<file path="src/rtl/j1a_bus_bridge_pkg.sv">
// Shared definitions for the J1A bus bridge: FSM encoding, error read value
// and default memory map / timeout settings.
package j1a_bus_pkg;

    typedef enum logic [1:0] {
        ST_IDLE    = 2'd0,
        ST_RAM_ACK = 2'd1,
        ST_IO_WAIT = 2'd2,
        ST_IO_ACK  = 2'd3
    } bus_state_e;

    localparam logic [15:0] ERR_READ_VAL    = 16'hFFFF;
    localparam logic [15:0] IO_BASE_DEFAULT = 16'h4000;
    localparam int unsigned TIMEOUT_DEFAULT = 15;
    localparam int unsigned CNT_W_DEFAULT   = 4;

    // Word address [15:1] is widened back to a byte address for the decode.
    function automatic logic is_io_addr(input logic [15:1] adr, input logic [15:0] base);
        return ({adr, 1'b0} >= base);
    endfunction

endpackage

</file>
<file path="src/rtl/j1a_bus_bridge_timer.sv">
// Wait-state counter for the I/O path: clears when idle, counts while enabled,
// flags the terminal count.
module m_bus_timer
    import j1a_bus_pkg::*;
#(
    parameter int unsigned CNT_W   = CNT_W_DEFAULT,
    parameter int unsigned TIMEOUT = TIMEOUT_DEFAULT
) (
    input  logic clk_i,
    input  logic rst_i,
    input  logic clr_i,
    input  logic en_i,
    output logic tc_o
);

    logic [CNT_W-1:0] cnt_q;
    logic [CNT_W-1:0] cnt_d;

    always_comb begin
        cnt_d = cnt_q;
        if (clr_i) begin
            cnt_d = '0;
        end else if (en_i) begin
            cnt_d = cnt_q + CNT_W'(1);
        end
    end

    always_ff @(posedge clk_i) begin
        if (rst_i) begin
            cnt_q <= '0;
        end else begin
            cnt_q <= cnt_d;
        end
    end

    assign tc_o = (cnt_q == CNT_W'(TIMEOUT));

endmodule

</file>
<file path="src/rtl/j1a_bus_bridge.sv">
// J1A downstream bus bridge: one shared ack for instruction/data accesses,
// RAM served from a dual-port sync RAM, upper space forwarded to Wishbone I/O.
module j1a_bus_bridge
    import j1a_bus_pkg::*;
#(
    parameter logic [15:0] IO_BASE = IO_BASE_DEFAULT,
    parameter int unsigned TIMEOUT = TIMEOUT_DEFAULT,
    parameter int unsigned CNT_W   = CNT_W_DEFAULT
) (
    input  logic        sys_clk_i,
    input  logic        sys_res_i,
    input  logic [13:1] cpu_ins_adr_i,
    output logic [15:0] cpu_ins_dat_o,
    input  logic [15:1] cpu_dat_adr_i,
    input  logic [15:0] cpu_dat_dat_i,
    output logic [15:0] cpu_dat_dat_o,
    input  logic        cpu_dat_we_i,
    input  logic        cpu_dat_cyc_i,
    input  logic        cpu_stb_i,
    output logic        cpu_ack_o,
    output logic [13:1] ram_ins_adr_o,
    input  logic [15:0] ram_ins_dat_i,
    output logic [13:1] ram_dat_adr_o,
    output logic [15:0] ram_dat_dat_o,
    input  logic [15:0] ram_dat_dat_i,
    output logic        ram_dat_we_o,
    output logic [15:1] io_adr_o,
    output logic [15:0] io_dat_o,
    input  logic [15:0] io_dat_i,
    output logic        io_we_o,
    output logic        io_cyc_o,
    output logic        io_stb_o,
    input  logic        io_ack_i,
    output logic        bus_err_o
);

    bus_state_e  state_q, state_d;
    logic        we_q, we_d;
    logic [15:1] adr_q, adr_d;
    logic [15:0] wdat_q, wdat_d;
    logic [15:0] rdat_q, rdat_d;
    logic        err_q, err_d;
    logic        acc_io;
    logic        tmr_tc;

    assign acc_io = (cpu_dat_cyc_i | cpu_dat_we_i) & is_io_addr(cpu_dat_adr_i, IO_BASE);

    m_bus_timer #(
        .CNT_W   (CNT_W),
        .TIMEOUT (TIMEOUT)
    ) u_timer (
        .clk_i (sys_clk_i),
        .rst_i (sys_res_i),
        .clr_i (state_q != ST_IO_WAIT),
        .en_i  (state_q == ST_IO_WAIT),
        .tc_o  (tmr_tc)
    );

    always_comb begin
        state_d = state_q;
        we_d    = we_q;
        adr_d   = adr_q;
        wdat_d  = wdat_q;
        rdat_d  = rdat_q;
        err_d   = 1'b0;
        case (state_q)
            ST_IDLE: begin
                if (cpu_stb_i) begin
                    we_d    = cpu_dat_we_i;
                    adr_d   = cpu_dat_adr_i;
                    wdat_d  = cpu_dat_dat_i;
                    state_d = acc_io ? ST_IO_WAIT : ST_RAM_ACK;
                end
            end
            ST_RAM_ACK: begin
                rdat_d  = ram_dat_dat_i;
                state_d = ST_IDLE;
            end
            ST_IO_WAIT: begin
                // A real ack on the terminal cycle takes priority over the timeout.
                if (io_ack_i) begin
                    rdat_d  = io_dat_i;
                    state_d = ST_IO_ACK;
                end else if (tmr_tc) begin
                    rdat_d  = ERR_READ_VAL;
                    err_d   = 1'b1;
                    state_d = ST_IO_ACK;
                end
            end
            ST_IO_ACK: begin
                state_d = ST_IDLE;
            end
            default: begin
                state_d = ST_IDLE;
            end
        endcase
    end

    always_ff @(posedge sys_clk_i) begin
        if (sys_res_i) begin
            state_q <= ST_IDLE;
            we_q    <= 1'b0;
            adr_q   <= '0;
            wdat_q  <= '0;
            rdat_q  <= '0;
            err_q   <= 1'b0;
        end else begin
            state_q <= state_d;
            we_q    <= we_d;
            adr_q   <= adr_d;
            wdat_q  <= wdat_d;
            rdat_q  <= rdat_d;
            err_q   <= err_d;
        end
    end

    assign cpu_ins_dat_o = ram_ins_dat_i;
    assign ram_ins_adr_o = cpu_ins_adr_i;
    // Live address feeds the 1-cycle RAM read; the latched one drives the store.
    assign ram_dat_adr_o = (state_q == ST_IDLE) ? cpu_dat_adr_i[13:1] : adr_q[13:1];
    assign ram_dat_dat_o = wdat_q;
    assign ram_dat_we_o  = (state_q == ST_RAM_ACK) & we_q;
    assign cpu_dat_dat_o = (state_q == ST_RAM_ACK) ? ram_dat_dat_i : rdat_q;
    assign cpu_ack_o     = ((state_q == ST_RAM_ACK) | (state_q == ST_IO_ACK)) & cpu_stb_i;
    assign io_adr_o      = adr_q;
    assign io_dat_o      = wdat_q;
    assign io_cyc_o      = (state_q == ST_IO_WAIT);
    assign io_stb_o      = io_cyc_o;
    assign io_we_o       = io_cyc_o & we_q;
    assign bus_err_o     = err_q;

endmodule
</file>
<file path="config.mk">
export PLATFORM = sky130hd
export DESIGN_NAME = j1a_bus_bridge
export DESIGN_NICKNAME = d
export VERILOG_FILES = /design/src/rtl/j1a_bus_bridge_pkg.sv /design/src/rtl/j1a_bus_bridge_timer.sv /design/src/rtl/j1a_bus_bridge.sv
export SDC_FILE = /design/constraint.sdc
export NUM_CORES = 1
export LEC_CHECK = 0
export CAP_MARGIN = 20
export CORE_MARGIN = 2
export CORE_UTILIZATION = 38
export DETAILED_ROUTE_END_ITERATION = 6
export PLACE_DENSITY = 0.87
export SETUP_SLACK_MARGIN = 0.02
export SYNTH_ARGS = -nofsm -noshare
export SYNTH_HDL_FRONTEND = slang
export SYNTH_SLANG_ARGS = --single-unit
</file>
<file path="constraint.sdc">
create_clock -name sys_clk_i -period 3.9 [get_ports sys_clk_i]
set_input_delay 0.78 -clock sys_clk_i [delete_from_list [all_inputs] [get_ports sys_clk_i]]
set_output_delay 0.78 -clock sys_clk_i [all_outputs]
set_load 0.005 [all_outputs]
</file>
==> reports/qor.yml <==
placement:
  portBuffers: 150
  placed_cells: 538
  place_area_mm2: 0.004155
  place.gp.congestion: 0.7990
  dpl_worst_slack_ns: 1.071
  dp_hpwl_um: 5891
finish:
  final_common_cell: "clkdlybuf4s50_1"
  fin_util_pct: 55.56
  syn2layout_area_growth_pct: 43.05
  finalNetCount: 548
  layout-drive-gt1-share_pct: 9.685
  finalNonFillerCells: 546
  diodes: 0
  fill_cells: 677
  layout_common_cells: "149 x clkdlybuf4s50_1, 82 x nand2_1, 55 x dfxtp_1"
  stdcell_area_mm2: 0.004249
worst_setup_path:
  worst-r2r-cell-count: 6
  crit_required_ns: 3.12
  critPathKind: "register to primary output"
  critPathCaptureType: "primary output"
  rrSetupSlack_ns: 1.56
  critPathLaunchType: "register"
  path_max_fanout: 32
  r2r_start: "state_q[0]"
  arrival_ns: 2.39
  r2r-end: "io_adr_o[6]"
logic_synthesis:
  synth-simple-area-share_pct: 13.40
  synth_nets: 456
  synth_xor_area_share_pct: 0.5897
  synth_compound_area_share_pct: 17.14
  yosysSeqAreaShare_pct: 37.07
  syn_inst: 351
  yosysWarningCount: 0
  async_flop_share_pct: 0
  synth_top_family_by_area: "buffers and inverters"
  synth_ff_type: "dfxtp_1"
  synth-edff-count: 0
  yosysUniqueCellTypes: 31
  synthMuxAreaShare_pct: 10.32
  ys_ff_latch: 55
  synth_fa_ha_area_share_pct: 2.949
  syn_area_mm2: 0.002970
  avgSynthCellArea_um2: 8.463
floorplan:
  die_w_um: 92.41
  start_util_pct: 38.84
  row_count: 32
  ios: 209
  die_h_um: 92.41
  die_area_mm2: 0.008540
  coreArea_mm2: 0.007647
routing:
  final_antenna_net_count: 0
  post_drt_wl_per_cell_um: 14.06
  viasPerCell: 4.817
  drc: 0
  wl_um: 7677
  first_iter_violations: 71
  via_count: 2630
  dr.pass1.iters: 6
sta:
  drv_slew: 0
  max-slew-margin-rel_pct: 34.17
  min_period_ns: 3.175
  fmax_mhz: 315.0
  fin_ws_ns: 0.7252
  finalClockSkew_ns: 0.008249
  hold_violations: 0
  rsz0062_at_grt: "false"
  worst_slew_pin_slew_ns: 0.9831
  fin_setup_tns_ns: 0
  finalSetupViolCount: 0
  fin_crit_sh_pct: 81.40
  hold_ws_ns: 0.4517
clocking:
  tritoncts: "yes"
  clkSlewWorstSetupHoldPaths_ns: 0.10
  root_buffer: "clkbuf_8"
  cts_buffers: 5
  cts_resized: 0
  clockBufferDepth: 2
  cts_setup_buffers: 0
  htree_num_levels: 2
  hold_buffers: 0
  clock_latency_ns: 0.31
  cts.sinks: 55
job:
  maxCapViolations: 0
pwr:
  p_per_area_mw_per_mm2: 578.4
  leakage_nw: 1.548
  max-vdd-ir-drop_v: 0.0002341
  finalPower_mw: 2.458
hold_path:
  min_to: "u_timer.cnt_q[0]"
  holdPathStages: 1
  hold_class: "register to register"
  hp-start: "u_timer.cnt_q[0]"
grt:
  antenna_found_initial: 0
  grt_max_degree: 35
  grt-ovfl-total: 0
  first_global_vias: 2547
  grt_pass1_wl_um: 11970
  grt_use_total_pct: 17.13
outcome:
  status: "completed"
[flip-flops by register name (all words and copies together) (netlist names)]
name,count
io_dat_o,16
rdat_q,16
io_adr_o,15
u_timer.cnt_q,4
state_q,2
bus_err_o,1
we_q,1
[logic make-up (layout without fill, tap and decap cells)]
kind of cell	after synthesis	in the layout
adders and majority gates	7	7
and+or+nand+nor	98	98
xor gates and xnor gates	2	2
muxes	29	29
buffers and inverters	90	183
DFF	55	55
AOI/OAI and AO/OA	70	70
[layer usage]
layer,wire [um],vias up,track usage (%)
li1,-,1301,-
met1,3048,1223,19.41
met2,4111,89,31.75
met3,412,17,3.499
met4,106,0,5.846
met5,0,-,0
[worst max-delay path, cell delays in order (launching register included)]
cell	delay (ns)
dfxtp_1	0.34
inv_1	0.14
ha_1	0.81
nand2_1	0.11
o21ai_0	0.14
clkdlybuf4s50_1	0.55
[cell type report]
type                            count  area (um^2)  share of cell area [%]
Timing Repair Buffer              154         1526                   35.92
Multi-Input combinational cell    206         1321                   31.10
Sequential cell                    55         1101                   25.91
Tap cell                          102        127.6                   3.004
Inverter                           21        78.83                   1.855
Clock buffer                        5        68.82                   1.620
Clock inverter                      3        25.02                  0.5889
[where the power goes]
group / switching (mW) / leakage [nW] / total, mW / internal, mW
Combinational: 0.609 / 1.05 / 1.36 / 0.752
Sequential: 0.0681 / 0.452 / 0.776 / 0.708
Clock: 0.192 / 0.0443 / 0.321 / 0.129
Total: 0.869 / 1.55 / 2.46 / 1.59
[cells in the mapped netlist (all sizes together) (2+ instances only)]
library cell / instances / area [um^2]
o21ai: 16 / 80.08
nand3: 2 / 15.01
nor2: 6 / 22.52
mux2: 13 / 146.4
buf: 60 / 437.9
a221oi: 18 / 226.5
mux2i: 16 / 160.2
and2: 3 / 18.77
clkbuf: 9 / 33.78
nand2: 82 / 307.8
inv: 21 / 78.83
a21oi: 32 / 160.2
ha: 7 / 87.58
dfxtp: 55 / 1101
[worst max path at each step]
stage,slack [ns],cells past startpoint,start,endpoint
floorplan,1.83,5,state_q[0],ram_dat_adr_o[10]
global placement,1.13,4,cpu_stb_i,cpu_ack_o
detailed placement,1.07,5,state_q[1],cpu_dat_dat_o[11]
CTS,0.72,5,state_q[1],cpu_dat_dat_o[6]
global route,0.45,5,state_q[1],cpu_dat_dat_o[11]
finish,0.73,5,state_q[1],cpu_dat_dat_o[6]
Note: power is estimated with default switching activity, not from simulation.
